<file path="src/rtl/eva_axi_wr_master.sv">
// AXI write-burst master: command/data stream to 128-bit AW/W, one burst in flight, data FIFO of FIFO_DEPTH beats.
// Latency: awvalid one cycle after command acceptance; wvalid one cycle after a beat lands in an empty FIFO.
// Backpressure: din_ready = !fifo_full; W outputs hold while wready=0. Macro EVA_WR_ALIGN_CHK_EN rejects unaligned commands.
module eva_axi_wr_master #(
    parameter int         FIFO_DEPTH = 4,
    parameter logic [3:0] ID_INIT    = 4'd0
) (
    input  logic         aclk,
    input  logic         arest,
    input  logic         cmd_valid,
    output logic         cmd_ready,
    input  logic [31:0]  cmd_addr,
    input  logic [5:0]   cmd_len,
    input  logic         din_valid,
    output logic         din_ready,
    input  logic [127:0] din_data,
    input  logic [15:0]  din_strb,
    output logic         awvalid,
    input  logic         awready,
    output logic [3:0]   awid,
    output logic [31:0]  awaddr,
    output logic [5:0]   awlen,
    output logic [2:0]   awsize,
    output logic [1:0]   awburst,
    output logic         awlock,
    output logic [3:0]   awcache,
    output logic [2:0]   awport,
    output logic [3:0]   awregion,
    output logic [3:0]   awqos,
    output logic [7:0]   awuser,
    output logic         wvalid,
    input  logic         wready,
    output logic         wlast,
    output logic [3:0]   wid,
    output logic [127:0] wdata,
    output logic [15:0]  wstrb,
    output logic         busy,
    output logic         burst_done,
    output logic         err
);

    localparam int AW = $clog2(FIFO_DEPTH);

    typedef enum logic [1:0] {S_IDLE, S_ADDR, S_DATA} state_t;

    state_t        r_state;
    logic          r_cmd_ready;
    logic          r_awvalid;
    logic [31:0]   r_awaddr;
    logic [5:0]    r_awlen;
    logic [3:0]    r_awid;
    logic [3:0]    r_id_cnt;
    logic [5:0]    r_beat_cnt;
    logic          r_burst_done;
    logic          r_err;

    logic [AW:0]   r_wptr;
    logic [AW:0]   r_rptr;
    logic [143:0]  r_mem [FIFO_DEPTH];

    logic          w_empty;
    logic          w_full;
    logic          w_push;
    logic          w_pop;
    logic          w_wvalid;
    logic          w_wlast;
    logic          w_cmd_fire;
    logic          w_misaligned;
    logic [143:0]  w_head;

    // Extra pointer bit distinguishes full from empty when the indices match.
    assign w_empty = (r_wptr == r_rptr);
    assign w_full  = (r_wptr[AW] != r_rptr[AW]) && (r_wptr[AW-1:0] == r_rptr[AW-1:0]);
    assign w_push  = din_valid && !w_full;
    assign w_pop   = w_wvalid && wready;
    assign w_head  = r_mem[r_rptr[AW-1:0]];

    assign w_wvalid   = (r_state == S_DATA) && !w_empty;
    assign w_wlast    = w_wvalid && (r_beat_cnt == r_awlen);
    assign w_cmd_fire = (r_state == S_IDLE) && cmd_valid && r_cmd_ready;

`ifdef EVA_WR_ALIGN_CHK_EN
    assign w_misaligned = (cmd_addr[3:0] != 4'h0);
`else
    logic w_unused_addr_lsb;
    assign w_misaligned      = 1'b0;
    assign w_unused_addr_lsb = ^cmd_addr[3:0];
`endif

    always_ff @(posedge aclk) begin
        if (arest) begin
            r_wptr <= '0;
            r_rptr <= '0;
        end else begin
            if (w_push) r_wptr <= r_wptr + 1'b1;
            if (w_pop)  r_rptr <= r_rptr + 1'b1;
        end
    end

    always_ff @(posedge aclk) begin
        if (w_push) r_mem[r_wptr[AW-1:0]] <= {din_data, din_strb};
    end

    always_ff @(posedge aclk) begin
        if (arest) begin
            r_state      <= S_IDLE;
            r_cmd_ready  <= 1'b0;
            r_awvalid    <= 1'b0;
            r_awaddr     <= '0;
            r_awlen      <= '0;
            r_awid       <= '0;
            r_id_cnt     <= ID_INIT;
            r_beat_cnt   <= '0;
            r_burst_done <= 1'b0;
            r_err        <= 1'b0;
        end else begin
            r_burst_done <= 1'b0;
            r_err        <= 1'b0;
            case (r_state)
                S_IDLE: begin
                    r_cmd_ready <= 1'b1;
                    if (w_cmd_fire) begin
                        if (w_misaligned) begin
                            r_err <= 1'b1;
                        end else begin
                            // The slave computes INCR addresses itself, so only the 16-byte aligned base is sent.
                            r_awaddr    <= {cmd_addr[31:4], 4'h0};
                            r_awlen     <= cmd_len;
                            r_awid      <= r_id_cnt;
                            r_awvalid   <= 1'b1;
                            r_cmd_ready <= 1'b0;
                            r_state     <= S_ADDR;
                        end
                    end
                end
                S_ADDR: begin
                    if (awready) begin
                        r_awvalid  <= 1'b0;
                        r_beat_cnt <= '0;
                        r_state    <= S_DATA;
                    end
                end
                S_DATA: begin
                    if (w_pop) begin
                        r_beat_cnt <= r_beat_cnt + 6'd1;
                        // No B channel downstream: the wlast handshake ends the burst.
                        if (w_wlast) begin
                            r_state      <= S_IDLE;
                            r_burst_done <= 1'b1;
                            r_id_cnt     <= r_id_cnt + 4'd1;
                            r_cmd_ready  <= 1'b1;
                        end
                    end
                end
                default: begin
                    r_state <= S_IDLE;
                end
            endcase
        end
    end

    assign cmd_ready  = r_cmd_ready;
    assign din_ready  = !w_full;
    assign awvalid    = r_awvalid;
    assign awid       = r_awid;
    assign awaddr     = r_awaddr;
    assign awlen      = r_awlen;
    assign awsize     = 3'b100;
    assign awburst    = 2'b01;
    assign awlock     = 1'b0;
    assign awcache    = 4'h0;
    assign awport     = 3'h0;
    assign awregion   = 4'h0;
    assign awqos      = 4'h0;
    assign awuser     = 8'h00;
    assign wvalid     = w_wvalid;
    assign wlast      = w_wlast;
    assign wid        = r_awid;
    assign wdata      = w_head[143:16];
    assign wstrb      = w_head[15:0];
    assign busy       = (r_state != S_IDLE);
    assign burst_done = r_burst_done;
    assign err        = r_err;

endmodule

</file>
<file path="config.mk">
export PLATFORM = sky130hd
export DESIGN_NAME = eva_axi_wr_master
export DESIGN_NICKNAME = d
export VERILOG_FILES = /design/src/rtl/eva_axi_wr_master.sv
export SDC_FILE = /design/constraint.sdc
export NUM_CORES = 1
export LEC_CHECK = 0
export ABC_AREA = 1
export CORE_UTILIZATION = 43
export CTS_BUF_LIST = sky130_fd_sc_hd__clkbuf_8
export DETAILED_ROUTE_END_ITERATION = 10
export GPL_TIMING_DRIVEN = 1
export PLACE_DENSITY = 0.71
export SLEW_MARGIN = 15
export SYNTH_ARGS = -nofsm -noshare
export SYNTH_HDL_FRONTEND = slang
export SYNTH_SLANG_ARGS = --single-unit
</file>
<file path="constraint.sdc">
create_clock -name aclk -period 17.95 [get_ports aclk]
set_input_delay 3.59 -clock aclk [delete_from_list [all_inputs] [get_ports aclk]]
set_output_delay 3.59 -clock aclk [all_outputs]
set_load 0.01 [all_outputs]
</file>
# Word-level counts from Yosys, hierarchy flattened
# Memories as Yosys holds them, arrays and structs flattened. A register that Yosys moved wholly into a read port is not among the register bits.
# Cells that the tools add are included.
[word_totals]
ff_bits = 59
mem_bits_rw = 576
input_bits = 188
out_inout_bits = 227
word_cells = 69
n_memories = 1
[mem_list]
columns = ["memory", "words", "word_bits", "rd", "rd_clocked_by_memory_dff", "write_ports", "line", "text"]
rows = [
  ["r_mem", 4, 144, 1, 1, 1, "59", "logic [143:0] r_mem [FIFO_DEPTH];"],
]
[op_classes]
addsub = 4
n_eq_ne = 10
muxes = 20
bitwise = 2
reduce_logical = 21
[ops]
columns = ["op", "n"]
rows = [
  ["two-way mux 2 bit", 6],
  ["two-way mux 6 bit", 2],
  ["one-hot mux 6 bit (2 select lines)", 1],
  ["AND reduction 3 bit", 4],
  ["two-way mux 1 bit", 8],
  ["inequality test 2 bit (second input constant)", 4],
  ["nonzero test 2 bit", 4],
  ["logical AND 1 bit", 7],
  ["adder 3 x 1 -> 3 bit (second input constant)", 2],
  ["adder 6 x 1 -> 6 bit (second input constant)", 1],
  ["equality test 6 bit", 1],
  ["one-hot mux 2 bit (3 select lines)", 1],
  ["adder 4 x 1 -> 4 bit (second input constant)", 1],
  ["one-hot mux 1 bit (2 select lines)", 2],
  ["AND reduction 4 bit", 1],
  ["equality test 3 bit", 1],
  ["OR reduction 3 bit", 1],
  ["equality test 2 x 1 -> 1 bit (second input constant)", 1],
  ["equality test 2 bit", 1],
  ["equality test 2 bit (second input constant)", 1],
  ["zero test 1 bit", 2],
  ["zero test 2 bit", 1],
  ["inverter 1 bit", 2],
  ["AND reduction 2 bit", 1],
  ["inequality test 1 bit", 1],
]

# Depth between registers and ports, before layout
# Gate-level depths: netlist of run 1.
[logic_depth]
ltp_word = 7
depth_mapped = 10
mapped_depth_nobuf = 10

# Worst setup path after synthesis of run 1
# Ideal clock, no wire load.
[synth_timing]
kind = "input-to-reg"
startpoint = "input din_valid"
endpoint = "memory r_mem[0][0], enable pin"
arrival_time_ps = 9680
setup_slack_ps = 7621
cell_stages = 2
path_cell_list = "nand2_2 -> nor2_1"
[synth_via]
elab_chain_len = 3
[synth_rtl]
columns = ["element", "line", "text"]
rows = [
  ["start: declaration", "14", "input logic din_valid,"],
  ["logical AND 1 bit", "74", "assign w_push = din_valid && !w_full;"],
  ["two-way mux 1 bit", "101", "if (w_push) r_mem[r_wptr[AW-1:0]] <= {din_data, din_strb};"],
  ["two-way mux 1 bit (not written as such)", "101", ""],
  ["end: declaration", "59", ""],
]
# No other way between the ends.

==> reports/metrics.cfg, run 1 <==
[logic_synthesis]
ys_warn_count=0
yosysSeqAreaShare_pct=76.97
netlist_instances=1779
synthDistinctLibCells=29
avgSynthCellArea_um2=13.52
syn_area_um2=24060
synth-seq-cells=637

[power_and_ir_drop]
peakVddDrop_mv=0.07103
power.static_leakage_nw=10.26
power_mw=3.191
p_per_area_nw_per_um2=106.4

[timing]
timing.hold.ws_ps=469.2
rsz0062_at_grt=no
relSlewSlack_pct=26.64
setup_viol=0
worst_pin_slew_ps=1100
final_hold_viol_count=0
min_period_ps=7456
drv_slew=0
setup_ws_ps=10490
clock_skew_ps=35.16
final.setup.tns_ps=0
post-route-period-util_pct=41.54
clock.fmax_mhz=134.1

[routing]
route.detailed.drc=0
wl_per_cell_um=18.76
wl_met3_mm=5.036
viasPerCell=5.175
maxUsedRoutingLayer=met5
wl_met2_mm=27.50
route.layer.met1.wl_mm=22.57
drt_pass1_iterations=5
vias=15484
drtIter0Drc=855
wl_mm=56.14
postRouteAntennaNets=0

[cts]
clockBufferDepth=3
cts_max_level=3
cts.clk_slew.worst_paths_ps=50
cts_buffers=101
cts_hold_buf=0
cts_tree=built
cts.sinks=637
cts_resized=0
clock_latency_ps=680
cts_setup_buffers=0
clockRootBuffer=clkbuf_8

[global_routing]
grt_max_degree=106
grt_pass1_wl_mm=84.76
grt_pass1_vias=15529
track_usage_pct=19.31
grt.overflow.total=0
grt_antenna_before_repair=6

[floorplanning]
rows=86
die_area_um2=56900
die_width_um=238.5
io_pins=415
core-area_um2=55200
die_h_um=238.5
start_util_pct=43.58

[cells_and_area]
utilization_pct=54.34
stdcell_count=2992
area_growth_pct=24.69
finish.instance_area_um2=30000
final_nets=2356
drive_above_1_share_pct=7.277
n_fill_cell=4516

[setup_path]
path_class=reg2out
crit_slowest_cell=dfxtp_4
crit_chain=buf_4 -> o21ai_0 -> o22ai_1 -> clkdlybuf4s50_1
required_ps=14360
crit_fanout=102
arrival_ps=3870
critPathMaxStageDelay_ps=1000
end_kind=output port
cpLargestDelayFamily=buffers and inverters
start_kind=flop
crit_buf_inv=2

[place]
gp_congestion=0.7715
dp_hpwl_mm=31.60
pre_cts_ws_ps=11130
io_buffers=376
placed_cells_incl_taps=2806
place_area_um2=28200

[job]
maxCapViolations=0

[min_path]
min_path_type=reg2reg

[run_status]
status=finished clean

==> final timing paths <==
kind | from | to | slack (ps) | depth (start not counted)
worst min register to register | awvalid | awvalid | 470 | 2
worst min-delay path | awvalid | awvalid | 470 | 2
worst max-delay path | flop | wdata[102] | 10490 | 4
worst max register to register | r_wptr[1] | r_mem[3][101] | 14870 | 7
==> registers in the layout, indices dropped and copies added (netlist names), named ones only <==
signal	flops
awaddr	28
awid	4
awlen	6
awvalid	1
burst_done	1
cmd_ready	1
r_beat_cnt	6
r_id_cnt	4
r_mem	576
r_rptr	3
r_state	2
r_wptr	3
==> worst register-to-register path: cells and delay by family (launching register included) <==
kind | cells | cell delay, ps
buffers and inverters | 2 | 1000
flip-flops | 1 | 390
AND/OR/NAND/NOR | 5 | 1270
==> metal layers <==
metal	global-route usage, %	vias up
li1	-	7239
met3	6.501	78
met2	32.44	526
met5	0	-
met1	23.20	7635
met4	6.624	6
==> final cells by class <==
type	instances	area [µm²]	share of cell area, %
well taps	748	935.9	3.120
flip-flops and latches	637	18530	61.76
multi-input cells	990	4700	15.67
inverters	39	156.4	0.5214
repair buffers	392	3884	12.95
clock buffers	106	1459	4.863
diodes	4	10.01	0.03337
clock inverters	76	327.8	1.093
==> cells by family (layout without fill, tap and decap cells) <==
kind of cell    count (synthesis)  in the layout  share of synthesized area [%]
compound gates                513            513                          11.45
fa+ha+maj                       7              7                         0.3640
buf+inv                       184            613                          4.109
flops                         637            637                          76.97
other cells                     2             38                        0.03122
simple gates                  436            436                          7.078
==> layout by cell type, fill, tap and decap left out, types with 2 or more instances in the layout <==
| cell type | Yosys | routed |
|---|---|---|
| dfxtp_4 | 0 | 2 |
| a21oi_1 | 29 | 29 |
| o21ai_0 | 315 | 315 |
| clkinvlp_4 | 0 | 2 |
| dfxtp_1 | 61 | 59 |
| edfxtp_1 | 576 | 576 |
| o21ai_1 | 23 | 23 |
| clkinv_1 | 0 | 25 |
| conb_1 | 2 | 34 |
| nand3_2 | 2 | 2 |
| clkinv_2 | 1 | 14 |
| nand3_1 | 6 | 6 |
| inv_2 | 6 | 6 |
| buf_4 | 56 | 16 |
| clkbuf_8 | 0 | 106 |
| nor2_1 | 373 | 370 |
| o22ai_1 | 144 | 144 |
| nand2_1 | 47 | 47 |
| ha_1 | 7 | 7 |
| nor2_4 | 2 | 6 |
| diode_2 | 0 | 4 |
| inv_1 | 31 | 64 |
| clkdlybuf4s50_1 | 0 | 376 |
==> synthesized netlist by cell type <==
cell type  instances  share of area [%]
o22ai_1          144                3.7
nor2_1           373                5.8
inv_2              6              0.094
buf_2             28               0.58
nand3_4            1              0.073
o21bai_1           1              0.031
buf_6              5               0.23
o21ai_1           23               0.48
a21oi_1           29               0.60
o21ai_0          315                6.6
nand2_4            1              0.047
ha_1               7               0.36
dfxtp_1           61                5.1
buf_4             56                1.7
nand2_2            1              0.026
nor2_2             2              0.052
nand3_1            6               0.12
a21oi_2            1              0.036
nand3_2            2              0.083
inv_6              1              0.036
edfxtp_1         576                 72
nor2_4             2              0.094
clkbuf_1          49               0.76
conb_1             2              0.031
clkbuf_2           7               0.15
inv_1             31               0.48
nand4_1            1              0.026
nand2_1           47               0.73
clkinv_2           1              0.021
==> report_power, final <==
| part | internal (mW) | switching (mW) |
|---|---|---|
| logic | 0.170 | 0.201 |
| registers | 1.70 | 0.0259 |
| clock network | 0.545 | 0.550 |
| total | 2.41 | 0.777 |
Note: power is estimated with default switching activity, not from simulation.
==> run 2: changes to the inputs <==
- clock period: 17.95 -> 7 ns (I/O delays scaled with it)
==> reports/metrics.cfg, run 2 (synthesized netlist as in run 1, its figures left out) <==
[cts]
clock_latency_ps=690  ; about the same
cts_resized=0  ; unchanged
cts.sinks=637  ; unchanged
cts_setup_buffers=0  ; unchanged
cts.clk_slew.worst_paths_ps=60  ; about the same
cts_buffers=102  ; +0.99%
clockRootBuffer=clkbuf_8
cts_tree=built
clockBufferDepth=3  ; unchanged
cts_hold_buf=0  ; unchanged
cts_max_level=3  ; unchanged

[floorplanning]
io_pins=415  ; unchanged
die_area_um2=56900  ; unchanged
core-area_um2=55200  ; unchanged
rows=86  ; unchanged
start_util_pct=43.58  ; unchanged
die_width_um=238.5  ; unchanged
die_h_um=238.5  ; unchanged

[min_path]
worstHoldPathCells=2  ; unchanged
hold_end=awvalid
worstHoldStart=awvalid
min_path_type=reg2reg

[timing]
worst_pin_slew_ps=1137  ; +36.42 ps
timing.hold.ws_ps=482.3  ; +13.12 ps
clock_skew_ps=33.04  ; -2.115 ps
relSlewSlack_pct=24.21  ; -2.4 points
final.setup.tns_ps=0  ; unchanged
final_hold_viol_count=0  ; unchanged
drv_slew=0  ; unchanged
post-route-period-util_pct=73.38
setup_viol=0  ; unchanged
min_period_ps=5136
rsz0062_at_grt=no
clock.fmax_mhz=194.7

[cells_and_area]
n_fill_cell=4499  ; -0.38%
utilization_pct=54.88  ; +0.54 points
area_growth_pct=25.93
final_nets=2360  ; +0.17%
largest_reg_flops=576  ; unchanged
final_common_cell=edfxtp_1
stdcell_count=3000  ; +0.27%
final_cell_mix=edfxtp_1 (576), clkdlybuf4s50_1 (376), nor2_1 (370)
finish.instance_area_um2=30300  ; +0.99%
drive_above_1_share_pct=7.740  ; +0.46 points

[setup_path]
critPathMaxStageDelay_ps=960  ; -40 ps
regToRegSetupSlack_ps=4210  ; -10,660 ps
end_kind=output port
arrival_ps=3740  ; -130 ps
crit_fanout=103  ; +0.98%
cpLargestDelayFamily=buffers and inverters
timing.rr.end=r_mem[2][111]
required_ps=5600  ; -8760 ps
path_class=reg2out
crit_buf_inv=2  ; unchanged
regToRegStartpoint=r_wptr[1]
rr_worst_depth=7  ; unchanged
crit_chain=buf_4 -> o21ai_0 -> o22ai_1 -> clkdlybuf4s50_1
start_kind=flop
crit_slowest_cell=dfxtp_4

[global_routing]
grt.overflow.total=0  ; unchanged
use_met3_pct=6.524  ; +0.023 points
gr-usage-met1_pct=22.79  ; -0.41 points
grt_pass1_vias=15418  ; -0.71%
busiest_layer=met2
grt_antenna_before_repair=6  ; unchanged
track_usage_pct=19.14  ; -0.16 points
grt_max_degree=168  ; +58%
grt_pass1_wl_mm=83.95  ; -0.96%
use_met2_pct=32.39  ; -0.053 points

[power_and_ir_drop]
power.static_leakage_nw=10.40  ; +1.4%
p_per_area_nw_per_um2=279.4  ; +160%
peakVddDrop_mv=0.1889  ; +170%

[place]
placed_cells_incl_taps=2809  ; +0.11%
io_buffers=376  ; unchanged
gp_congestion=0.7685  ; -0.39%
dp_hpwl_mm=31.61  ; about the same
place_area_um2=28270  ; +0.26%

[job]
maxCapViolations=0  ; unchanged

[run_status]
status=finished clean

[routing]
drt_pass1_iterations=5  ; unchanged
route.detailed.drc=0  ; unchanged
vias=15461  ; -0.15%
viasPerCell=5.154  ; -0.41%
wl_mm=55.69  ; -0.80%
drtIter0Drc=910  ; +6.4%
postRouteAntennaNets=0  ; unchanged
wl_per_cell_um=18.56  ; -1.1%

## run 2: layout make-up
cell class                 count  area [µm²]  share of cell area (%)
multi-input combinational    990        4700                   15.51
clock inverter                75       470.5                   1.553
inverter                      39       156.4                  0.5163
timing repair buffer         395        3956                   13.06
sequential                   637       18530                   61.15
tap                          748       935.9                   3.089
antenna                        4       10.01                 0.03304
clock buffer                 112        1541                   5.088
## run 2: routing by layer
metal  share of wire [%]  wire (µm)
met1                  40      22160
met2                  49      27530
met3                 8.9       4968
met4                 1.7        974
met5               0.093         52
## run 2: power breakdown
group / switching (mW) / internal (mW)
clock network: 1.40 / 1.69
registers: 0.0663 / 4.36
logic: 0.515 / 0.441
## run 2: worst reg2reg max path: cells and delay by family, from the launching register on
family / cells / cell delay [ps]
flip-flops: 1 / 410
buffers and inverters: 2 / 880
AND/OR/NAND/NOR: 5 / 1090
## run 2: how the worst max path moves through the flow
stage	start	end	slack, ps	depth (start not counted)
after floorplan	din_valid	r_mem[0][0]	-1140	2
after detailed placement	flop	wstrb[5]	2540	4
after CTS	flop	wstrb[4]	1780	4
final	flop	wstrb[4]	1860	4
after global placement	flop	wdata[117]	2610	4
after global routing	flop	wstrb[4]	1540	4
## run 2: through the flow
step                power [mW]  worst slack (ps)
finish                   8.466              1864
global route             8.800              1537
detailed placement       5.460              2542
global placement         5.435              2613
CTS                      8.559              1780
floorplan                4.947             -1139
==> run 3: changes to the inputs <==
- clock period: 7 -> 4.9 ns (I/O delays scaled with it)
==> reports/metrics.cfg, run 3 (synthesized netlist as in run 1, its figures left out) <==
[global_routing]
grt_pass1_vias=15342  ; -0.49%
grt_pass1_wl_mm=84.04  ; +0.11%
grt.overflow.total=0  ; unchanged
grt_antenna_before_repair=6  ; unchanged
track_usage_pct=19.19  ; +0.040 points
grt_max_degree=181  ; +7.7%

[place]
gp_congestion=0.7721  ; +0.47%
io_buffers=376  ; unchanged
placed_cells_incl_taps=2809  ; unchanged
dp_hpwl_mm=30.84  ; -2.4%

[setup_path]
rr_worst_depth=7  ; unchanged
required_ps=3920  ; -1680 ps
regToRegStartpoint=r_wptr[0]
timing.rr.end=r_mem[3][10]
end_kind=output port
crit_fanout=115  ; +12%
path_class=reg2out
arrival_ps=3290  ; -450 ps
start_kind=flop
regToRegSetupSlack_ps=2580  ; -1630 ps

[floorplanning]
die_area_um2=56900  ; unchanged
die_width_um=238.5  ; unchanged
io_pins=415  ; unchanged
die_h_um=238.5  ; unchanged
start_util_pct=43.58  ; unchanged
core-area_um2=55200  ; unchanged
rows=86  ; unchanged

[cts]
cts_tree=built
cts_hold_buf=0  ; unchanged
cts_setup_buffers=0  ; unchanged
cts_max_level=3  ; unchanged
clockBufferDepth=3  ; unchanged
clock_latency_ps=690  ; about the same
cts.clk_slew.worst_paths_ps=60  ; about the same
cts_resized=0  ; unchanged
clockRootBuffer=clkbuf_8
cts_buffers=101  ; -0.98%
cts.sinks=637  ; unchanged

[routing]
viasPerCell=5.141  ; -0.24%
wl_mm=55.59  ; -0.18%
wl_per_cell_um=18.53  ; -0.15%
drtIter0Drc=1013  ; +11%
vias=15418  ; -0.28%
route.detailed.drc=0  ; unchanged
drt_pass1_iterations=5  ; unchanged
postRouteAntennaNets=0  ; unchanged

[min_path]
worstHoldPathCells=2  ; unchanged
worstHoldStart=awvalid
min_path_type=reg2reg
hold_end=awvalid

[timing]
post-route-period-util_pct=87.24
worst_pin_slew_ps=1040  ; -97.26 ps
drv_slew=0  ; unchanged
clock.fmax_mhz=233.9
min_period_ps=4275
clock_skew_ps=41.90  ; +8.863 ps
final_hold_viol_count=0  ; unchanged
relSlewSlack_pct=30.62  ; +6.4 points
final.setup.tns_ps=0  ; unchanged
setup_viol=0  ; unchanged
rsz0062_at_grt=no

[cells_and_area]
n_fill_cell=4452  ; -1.0%
stdcell_count=2999  ; -0.033%
utilization_pct=54.93  ; about the same
final_nets=2359  ; -0.042%
drive_above_1_share_pct=7.740  ; unchanged
largest_reg_flops=576  ; unchanged
final_cell_mix=edfxtp_1 (576), clkdlybuf4s50_1 (376), nor2_1 (370)
area_growth_pct=26.04  ; about the same
final_common_cell=edfxtp_1
seqCellArea_um2=18530  ; unchanged
multiInputGateArea_um2=4700  ; unchanged

[job]
maxCapViolations=0  ; unchanged

[run_status]
status=finished clean

[power_and_ir_drop]
power.static_leakage_nw=10.43  ; +0.28%
p_per_area_nw_per_um2=397.8  ; +42%
peakVddDrop_mv=0.2585  ; +37%

[run 3: area by class of cell]
type | instances | area share, %
Antenna cell | 3 | 0.02476
Clock buffer | 115 | 5.220
Clock inverter | 72 | 1.391
Inverter | 39 | 0.5158
Multi-Input combinational cell | 990 | 15.50
Sequential cell | 637 | 61.09
Tap cell | 748 | 3.086
Timing Repair Buffer | 395 | 13.17
[run 3: report_power, final]
part	switching [mW]	internal [mW]
Sequential	0.0939	6.22
Clock	2.02	2.36
Combinational	0.736	0.631
[run 3: worst max-delay path by stage]
stage	end	cells after the start	slack (ps)
2_1_floorplan	r_mem[0][0]	2	-410
3_3_place_gp	wstrb[3]	4	1300
3_5_place_dp	wstrb[3]	4	1290
4_1_cts	wstrb[3]	4	550
5_1_grt	wdata[52]	5	390
6_report	wdata[52]	5	630
[run 3: layer usage]
metal | vias up | share of wire, % | GRT usage [%]
li1 | 7249 | - | -
met1 | 7510 | 40 | 23.85
met2 | 567 | 49 | 31.73
met3 | 86 | 8.9 | 5.855
met4 | 6 | 1.8 | 6.760
met5 | - | 0.070 | 0
[run 3: per-stage QoR]
step	hold slack [ps]	cell area, µm²	power [mW]	worst slack, ps
detailed placement	469.6	28310	7.802	1290
floorplan	446.7	24190	7.047	-411.5
global route	506.0	30320	12.54	386.4
CTS	485.7	30320	12.20	550.2
finish	479.7	30320	12.06	625.1
global placement	454.4	28310	7.765	1301
[run 3: worst max-delay path, cell delays in order (launching register included)]
cell             delay, ps
dfxtp_4                520
inv_8                  530
buf_4                  520
o21ai_0                150
o22ai_1                170
clkdlybuf4s50_1        590
